### src/rtl/seg7_scan_ctrl.sv
// rtl/seg7_scan_ctrl.sv - binary to 3-digit BCD sequencer with multiplexed common-anode scan
// Optional feature macro: SEG7_LZB_EN (leading-zero blanking on the scanned anode enables)
module seg7_scan_ctrl #(
  parameter int WIDTH    = 10,
  parameter int SCAN_DIV = 50000
) (
  input  logic             i_clk,
  input  logic             i_rst_n,
  input  logic             i_valid,
  input  logic [WIDTH-1:0] i_value,
  output logic             o_ready,
  output logic [3:0]       o_hundreds,
  output logic [3:0]       o_tens,
  output logic [3:0]       o_ones,
  output logic [3:0]       o_digit,
  output logic [2:0]       o_an,
  output logic             o_ovf
);

  localparam int CW = $clog2(WIDTH + 1);
  localparam int PW = (SCAN_DIV > 2) ? $clog2(SCAN_DIV) : 1;

  typedef enum logic [1:0] {
    S_IDLE = 2'd0,
    S_CONV = 2'd1,
    S_LOAD = 2'd2
  } state_t;

  state_t           r_state;
  state_t           w_next;

  logic [WIDTH-1:0] r_bin;
  logic [11:0]      r_bcd;
  logic [CW-1:0]    r_cnt;
  logic             r_ovf_pend;

  logic [3:0]       r_hundreds;
  logic [3:0]       r_tens;
  logic [3:0]       r_ones;
  logic             r_ovf;

  logic [PW-1:0]    r_pre;
  logic [1:0]       r_slot;

  logic             w_xfer;
  logic             w_last_shift;
  logic [11:0]      w_adj;
  logic             w_big;
  logic             w_tc;
  logic             w_blank_h;
  logic             w_blank_t;

  assign w_xfer       = (r_state == S_IDLE) && i_valid;
  assign w_last_shift = (r_cnt == CW'(WIDTH - 1));
  assign w_big        = (32'(i_value) > 32'd999);
  assign w_tc         = (r_pre == PW'(SCAN_DIV - 1));

  // Add-3 correction applied to every BCD nibble that is 5 or more before the shift
  always_comb begin
    w_adj = r_bcd;
    for (int n = 0; n < 3; n++) begin
      if (r_bcd[n*4 +: 4] >= 4'd5) begin
        w_adj[n*4 +: 4] = r_bcd[n*4 +: 4] + 4'd3;
      end
    end
  end

  // FSM state register
  always_ff @(posedge i_clk or negedge i_rst_n) begin
    if (!i_rst_n) begin
      r_state <= S_IDLE;
    end else begin
      r_state <= w_next;
    end
  end

  // FSM next-state logic: IDLE -> CONV for exactly WIDTH cycles -> LOAD for one cycle
  always_comb begin
    w_next = r_state;
    case (r_state)
      S_IDLE: if (w_xfer) w_next = S_CONV;
      S_CONV: if (w_last_shift) w_next = S_LOAD;
      S_LOAD: w_next = S_IDLE;
      default: w_next = S_IDLE;
    endcase
  end

  // Conversion datapath: capture on transfer, then shift {bcd,bin} left once per CONV cycle
  always_ff @(posedge i_clk or negedge i_rst_n) begin
    if (!i_rst_n) begin
      r_bin      <= '0;
      r_bcd      <= '0;
      r_cnt      <= '0;
      r_ovf_pend <= 1'b0;
    end else begin
      case (r_state)
        S_IDLE: begin
          if (w_xfer) begin
            r_bin      <= i_value;
            r_bcd      <= '0;
            r_cnt      <= '0;
            r_ovf_pend <= w_big;
          end
        end
        S_CONV: begin
          {r_bcd, r_bin} <= {w_adj[10:0], r_bin, 1'b0};
          r_cnt          <= r_cnt + CW'(1);
          // A bit leaving the hundreds nibble only happens for values already above 999
          r_ovf_pend     <= r_ovf_pend | w_adj[11];
        end
        default: ;
      endcase
    end
  end

  // Display latches: all three digits and the overflow flag change together in LOAD
  always_ff @(posedge i_clk or negedge i_rst_n) begin
    if (!i_rst_n) begin
      r_hundreds <= 4'd0;
      r_tens     <= 4'd0;
      r_ones     <= 4'd0;
      r_ovf      <= 1'b0;
    end else if (r_state == S_LOAD) begin
      if (r_ovf_pend) begin
        r_hundreds <= 4'hF;
        r_tens     <= 4'hF;
        r_ones     <= 4'hF;
        r_ovf      <= 1'b1;
      end else begin
        r_hundreds <= r_bcd[11:8];
        r_tens     <= r_bcd[7:4];
        r_ones     <= r_bcd[3:0];
        r_ovf      <= 1'b0;
      end
    end
  end

  // Free-running scan prescaler and slot rotation, independent of the conversion FSM
  always_ff @(posedge i_clk or negedge i_rst_n) begin
    if (!i_rst_n) begin
      r_pre  <= '0;
      r_slot <= 2'd0;
    end else if (w_tc) begin
      r_pre  <= '0;
      r_slot <= (r_slot == 2'd2) ? 2'd0 : r_slot + 2'd1;
    end else begin
      r_pre  <= r_pre + PW'(1);
    end
  end

`ifdef SEG7_LZB_EN
  assign w_blank_h = !r_ovf && (r_hundreds == 4'd0);
  assign w_blank_t = !r_ovf && (r_hundreds == 4'd0) && (r_tens == 4'd0);
`else
  assign w_blank_h = 1'b0;
  assign w_blank_t = 1'b0;
`endif

  // Scan output decode from registered slot and digit state only
  always_comb begin
    o_an    = 3'b111;
    o_digit = 4'd0;
    case (r_slot)
      2'd0: begin
        o_an    = 3'b110;
        o_digit = r_ones;
      end
      2'd1: begin
        o_an    = w_blank_t ? 3'b111 : 3'b101;
        o_digit = r_tens;
      end
      2'd2: begin
        o_an    = w_blank_h ? 3'b111 : 3'b011;
        o_digit = r_hundreds;
      end
      default: begin
        o_an    = 3'b111;
        o_digit = 4'd0;
      end
    endcase
  end

  assign o_ready    = (r_state == S_IDLE);
  assign o_hundreds = r_hundreds;
  assign o_tens     = r_tens;
  assign o_ones     = r_ones;
  assign o_ovf      = r_ovf;

endmodule
### config.mk
export PLATFORM = sky130hd
export DESIGN_NAME = seg7_scan_ctrl
export DESIGN_NICKNAME = d
export VERILOG_FILES = /design/src/rtl/seg7_scan_ctrl.sv
export SDC_FILE = /design/constraint.sdc
export NUM_CORES = 1
export LEC_CHECK = 0
export ABC_AREA = 1
export BUFFER_PORTS_ARGS = -buffer_cell sky130_fd_sc_hd__clkbuf_2
export CORE_ASPECT_RATIO = 0.6
export CORE_MARGIN = 2
export CORE_UTILIZATION = 40
export DETAILED_ROUTE_END_ITERATION = 10
export GPL_ROUTABILITY_DRIVEN = 1
export SLEW_MARGIN = 20
export SYNTH_ARGS = -nofsm -noshare
export SYNTH_HDL_FRONTEND = slang
export SYNTH_SLANG_ARGS = --single-unit
### constraint.sdc
create_clock -name i_clk -period 1.9 [get_ports i_clk]
set_input_delay 0.57 -clock i_clk [delete_from_list [all_inputs] [get_ports i_clk]]
set_output_delay 0.57 -clock i_clk [all_outputs]
set_load 0.05 [all_outputs]
After elaboration in Yosys (flattened, before gate mapping)
Cells that the tools add are included. W data, S select, Z words.

Add/subtract/negate cells: 6. Magnitude comparators: 4. Eq/ne operators: 8. Muxes and demuxes: 22. Bitwise logic cells: 1. Reductions and logical operators: 6.

Operator list (count): $mux W4 (7); $pmux W12 S2 (1); $pmux W10 S2 (1); $add A16 B1 Y16 const B (1); $eq A16 B16 Y1 const B (1); $mux W16 (1); $add A4 B2 Y4 const B (3); $ge A4 B3 Y1 const B (3); $mux W12 (1); $pmux W4 S3 (1); $gt A10 B10 Y1 const B (1); $mux W10 (1); $pmux W3 S3 (1); $pmux W4 S2 (1); $mux W2 (3); $add A4 B1 Y4 const B (1); $eq A2 B1 Y1 const B (2); $eq A2 B2 Y1 const B (2); $eq A4 B4 Y1 const B (1); $logic_not A2 Y1 (2); $pmux W2 S2 (1); $reduce_and A2 Y1 (2); $add A2 B1 Y2 const B (1); $mux W1 (2); 6 further kinds (6).

Bits in registers: 60. Bits of input ports: 13. Output and inout port bits: 21. Word-level logic and storage cells: 58.

Depth between registers and ports, before layout
Depth in word-level cells: 4. Depth in mapped cells: 9. Mapped depth without buffers: 9.

Worst setup path before layout
No wires, ideal clock.

Kind: flip-flop to output port. Start: reg r_slot[0]. End: out o_digit[0]. Arrival time: 1723 ps. Setup slack: -393 ps. Cell stages (with the launch flop): 4. Buffers on the path: 0. Cells stage by stage: dfrtp_1 -> inv_1 -> nand2_1 -> o221ai_1.

Cells in the longest elaborated chain, start to end: 2. Elaborated cells on any way between the ends: 4. Those cells by class: eq/ne (2); mux (1); reduce/logical (1).

RTL lines: start, declared (RTL line 43) `logic [1:0] r_slot;`; start signal, assigned (RTL line 145) `r_slot <= (r_slot == 2'd2) ? 2'd0 : r_slot + 2'd1;`; $eq A2 B2 Y1 (tied with other cells) (RTL line 163) `case (r_slot)`; $pmux W4 S3 * (RTL line 163); end, declared (RTL line 15) `output logic [3:0] o_digit,`.

Mark *: on every way between the ends. The rest lies on a longest branch, timed or not.

Final worst setup path
Ends and elaborated chain as after synthesis.

==> flow_metrics.py <==
metrics = {
    "outcome": {
        "outcome": "finished with violations",
        "violations": "negative setup slack",
    },
    "synth": {
        "netlist_top_cells_area": "dfrtp_1 49%, nand2_1 10%, inv_1 5.8%",
        "synth_most_common_cell": "nand2_1",
        "ys_warn_count": 0,
        "synth_top_area_share_pct": 49.4,
        "synthSimpleGateAreaFrac_pct": 21.5,
        "yosysTopAreaCell": "dfrtp_1",
        "synthFlopType": "dfrtp_1",
        "ys_seq_elements": 60,
        "synthArstFlopShare_pct": 100,
        "synthTopCellsByCount": "82 x nand2_1, 60 x dfrtp_1, 47 x inv_1",
        "ys_seq_area_share_pct": 49.4,
        "avgSynthCellArea_um2": 8.40,
        "synth_edf_count": 0,
        "synth_adder_area_share_pct": 3.70,
        "synth_mux_area_share_pct": 0,
        "syn_nets": 384,
        "synth_top_family_by_area": "simple AND/OR/NAND/NOR gates",
        "syn_inst": 362,
        "synth_area_um2": 3040,
        "synth_compound_area_share_pct": 13.7,
        "synth_cell_types": 28,
        "synth-xor-area-share_pct": 3.17,
    },
    "sta": {
        "clock_skew_ns": 0.00713,
        "hold_viol": 0,
        "rsz0062_at_grt": "true",
        "min_period_ns": 1.92,
        "fmax_ghz": 0.522,
        "setup_ws_ns": -0.0162,
        "worstMarginPinSlew_ns": 0.441,
        "hold_ws_ns": 0.239,
        "slew_viol_final": 0,
        "final-setup-viol-count": 3,
        "finalCritPeriodShare_pct": 101,
        "maxSlewHeadroom_pct": 70.6,
    },
    "layout": {
        "fin_cells": 512,
        "nets": 425,
        "multi_input_area_um2": 1370,
        "area_growth_syn_to_layout_pct": 23.2,
        "fill_cells": 681,
        "register_area_um2": 1500,
        "utilization_pct": 51.1,
        "layout-drive-gt1-share_pct": 20.3,
        "num_antenna_cells": 0,
    },
    "routing": {
        "routed-wl-met2_mm": 2.55,
        "wl_per_cell_um": 13.3,
        "highest_layer": "met4",
        "drcViolationCount": 0,
        "met3WireLength_um": 408,
        "routed_wl_mm": 6.82,
        "routedLengthMet1_mm": 3.82,
        "num_vias": 2415,
        "first_iter_violations": 183,
        "postRouteAntennaNets": 0,
        "viasPerCell": 4.72,
        "firstDrtPassIters": 5,
    },
    "power_and_ir_drop": {
        "clkPwrFrac_pct": 28.0,
        "comb_power_share_pct": 37.2,
        "cellInternalPower_mw": 3.30,
        "ir_drop_mv": 0.850,
        "finalPower_mw": 5.50,
        "pwr-share-seq_pct": 34.9,
        "switching_share_pct": 40.1,
        "powerDensity_nw_per_um2": 1470,
        "switchingPower_mw": 2.21,
        "p_leak_nw": 1.77,
    },
    "global_routing": {
        "grt_max_degree": 61,
        "track_usage_pct": 18.7,
        "grt_pass1_vias": 2209,
        "grt-ovfl-total": 0,
        "grt_antenna_before_repair": 0,
        "grt_pass1_wl_mm": 11.5,
    },
    "worst_setup_path": {
        "critical_path.max_fanout": 5,
        "rr_startpoint": "r_pre[0]$_DFF_PN0_",
        "crit_chain": "inv_2, nand2_4, o221ai_4, buf_8",
        "crit_slowest_cell": "dfrtp_1",
        "worstPathRequired_ns": 1.33,
        "startpoint": "r_slot[0]$_DFFE_PN0N_",
        "end_kind": "primary output",
        "cp_slowest_stage_delay_ns": 0.41,
        "crit_arrival_ns": 1.35,
        "setup.worst_path.start_class": "flop",
        "critical_path_class": "reg2out",
    },
    "placed_design": {
        "post-dp-hpwl_mm": 4.95,
        "dpl_worst_slack_ns": 0.107,
        "portBuffers": 33,
        "gp_congestion": 0.841,
        "post-place-cells": 496,
    },
    "run": {
        "maxCapViolations": 0,
    },
    "clock_tree": {
        "cts_buffers": 9,
        "ctsHtreeMaxLevel": 3,
        "ctsHoldBuffers": 0,
        "post_cts_buffers": 0,
        "clk_latency_ns": 0.33,
        "cts.sinks": 60,
        "path_clk_slew_ns": 0.05,
        "root_buffer": "clkbuf_16",
        "ctsLongestPathBuffers": 2,
        "cts_tree": "built",
    },
    "floorplan": {
        "start_util_pct": 41.5,
        "num_rows": 24,
        "die_area_um2": 8340,
        "io_pins": 34,
        "core-area_um2": 7330,
        "die_width_um": 117,
        "die_y_um": 71.5,
    },
    "hold_path": {
        "hp-class": "in2async",
    },
}
## flip-flops by register name (all words and copies together) (netlist names), 2 cells and up
signal	flops
r_pre	16
r_bcd	12
r_bin	10
o_hundreds	4
o_ones	4
o_tens	4
r_cnt	4
r_slot	2
r_state	2
## final cells by class
| cell class | instances | share of cell area [%] |
|---|---|---|
| flip-flops and latches | 60 | 40.1 |
| repair buffers | 38 | 6.95 |
| well taps | 104 | 3.47 |
| inverters | 52 | 5.21 |
| clock inverters | 4 | 0.601 |
| multi-input cells | 242 | 36.5 |
| clock buffers | 12 | 7.11 |
## cells by family after synthesis
kind of cell	after synthesis
adder cells (fa/ha/maj)	9
AND/OR/NAND/NOR	153
XOR/XNOR	11
buffers and inverters	60
AO/OA/AOI/OAI	69
flip-flops	60
## per-layer routing
layer | vias to the layer above | track usage, %
met2 | 54 | 21.9
met3 | 6 | 7.95
met1 | 1104 | 30.4
li1 | 1251 | -
met4 | 0 | 4.71
met5 | - | 0
## timing repair
| action | in CTS | in global routing |
|---|---|---|
| pin swaps | 5 | 0 |
| endpoints found under the setup margin | 7 | 7 |
| resized for setup | 16 | 8 |
## power by group through the flow
stage	clock network [mW]	logic [mW]	registers, mW
floorplan	0	1.28	2.16
global placement	0	1.96	1.94
detailed placement	0	1.99	1.93
CTS	1.58	2.05	1.92
global route	1.65	2.31	1.97
finish	1.54	2.04	1.92
## cell usage in the layout (no fill, tap or decap), types with 2 or more instances in the layout
cell and instances:
clkbuf_4 2, ha_1 9, nand2_4 2, o21ai_1 7
inv_2 7, dfrtp_2 2, clkinv_2 3, o211ai_1 5
buf_4 4, nand2_1 81, nor2_1 38, xor2_1 10
o221ai_4 4, clkbuf_8 3, dfrtp_1 58, o21ai_0 18
clkbuf_2 26, o21ai_2 2, nand3_1 17, nand2_2 4
clkbuf_16 9, nand4_1 2, a22oi_1 10, buf_8 4
nor2_4 2, a21oi_1 17, inv_1 45, nor2_2 5
o22ai_1 4
## metrics by stage
| step | area [µm²] | TNS [ns] |
|---|---|---|
| finish | 3750 | -0.0303 |
| global route | 3750 | -0.449 |
| CTS | 3740 | -0.190 |
| detailed placement | 3390 | 0 |
| global placement | 3390 | 0 |
| floorplan | 3110 | 0 |
## critical path: cells and delay by family, from the launching register on
family / cells / cell delay, ns
buf+inv: 2 / 0.29
flops: 1 / 0.41
simple gates: 1 / 0.11
compound gates: 1 / 0.21
## worst paths after layout
check,end,slack [ns],cells past startpoint
setup / recovery,o_digit[0],-0.02,4
hold / removal,r_state[0]$_DFFE_PN0P_,0.24,2
setup reg to reg,r_pre[9]$_DFF_PN0_,0.37,6
hold reg to reg,r_bin[0]$_DFFE_PN0P_,0.47,2
max in group asynchronous,r_slot[1]$_DFFE_PN0N_,1.37,2
min in group i_clk,r_bin[0]$_DFFE_PN0P_,0.44,3
(Power assumes the default switching activity.)
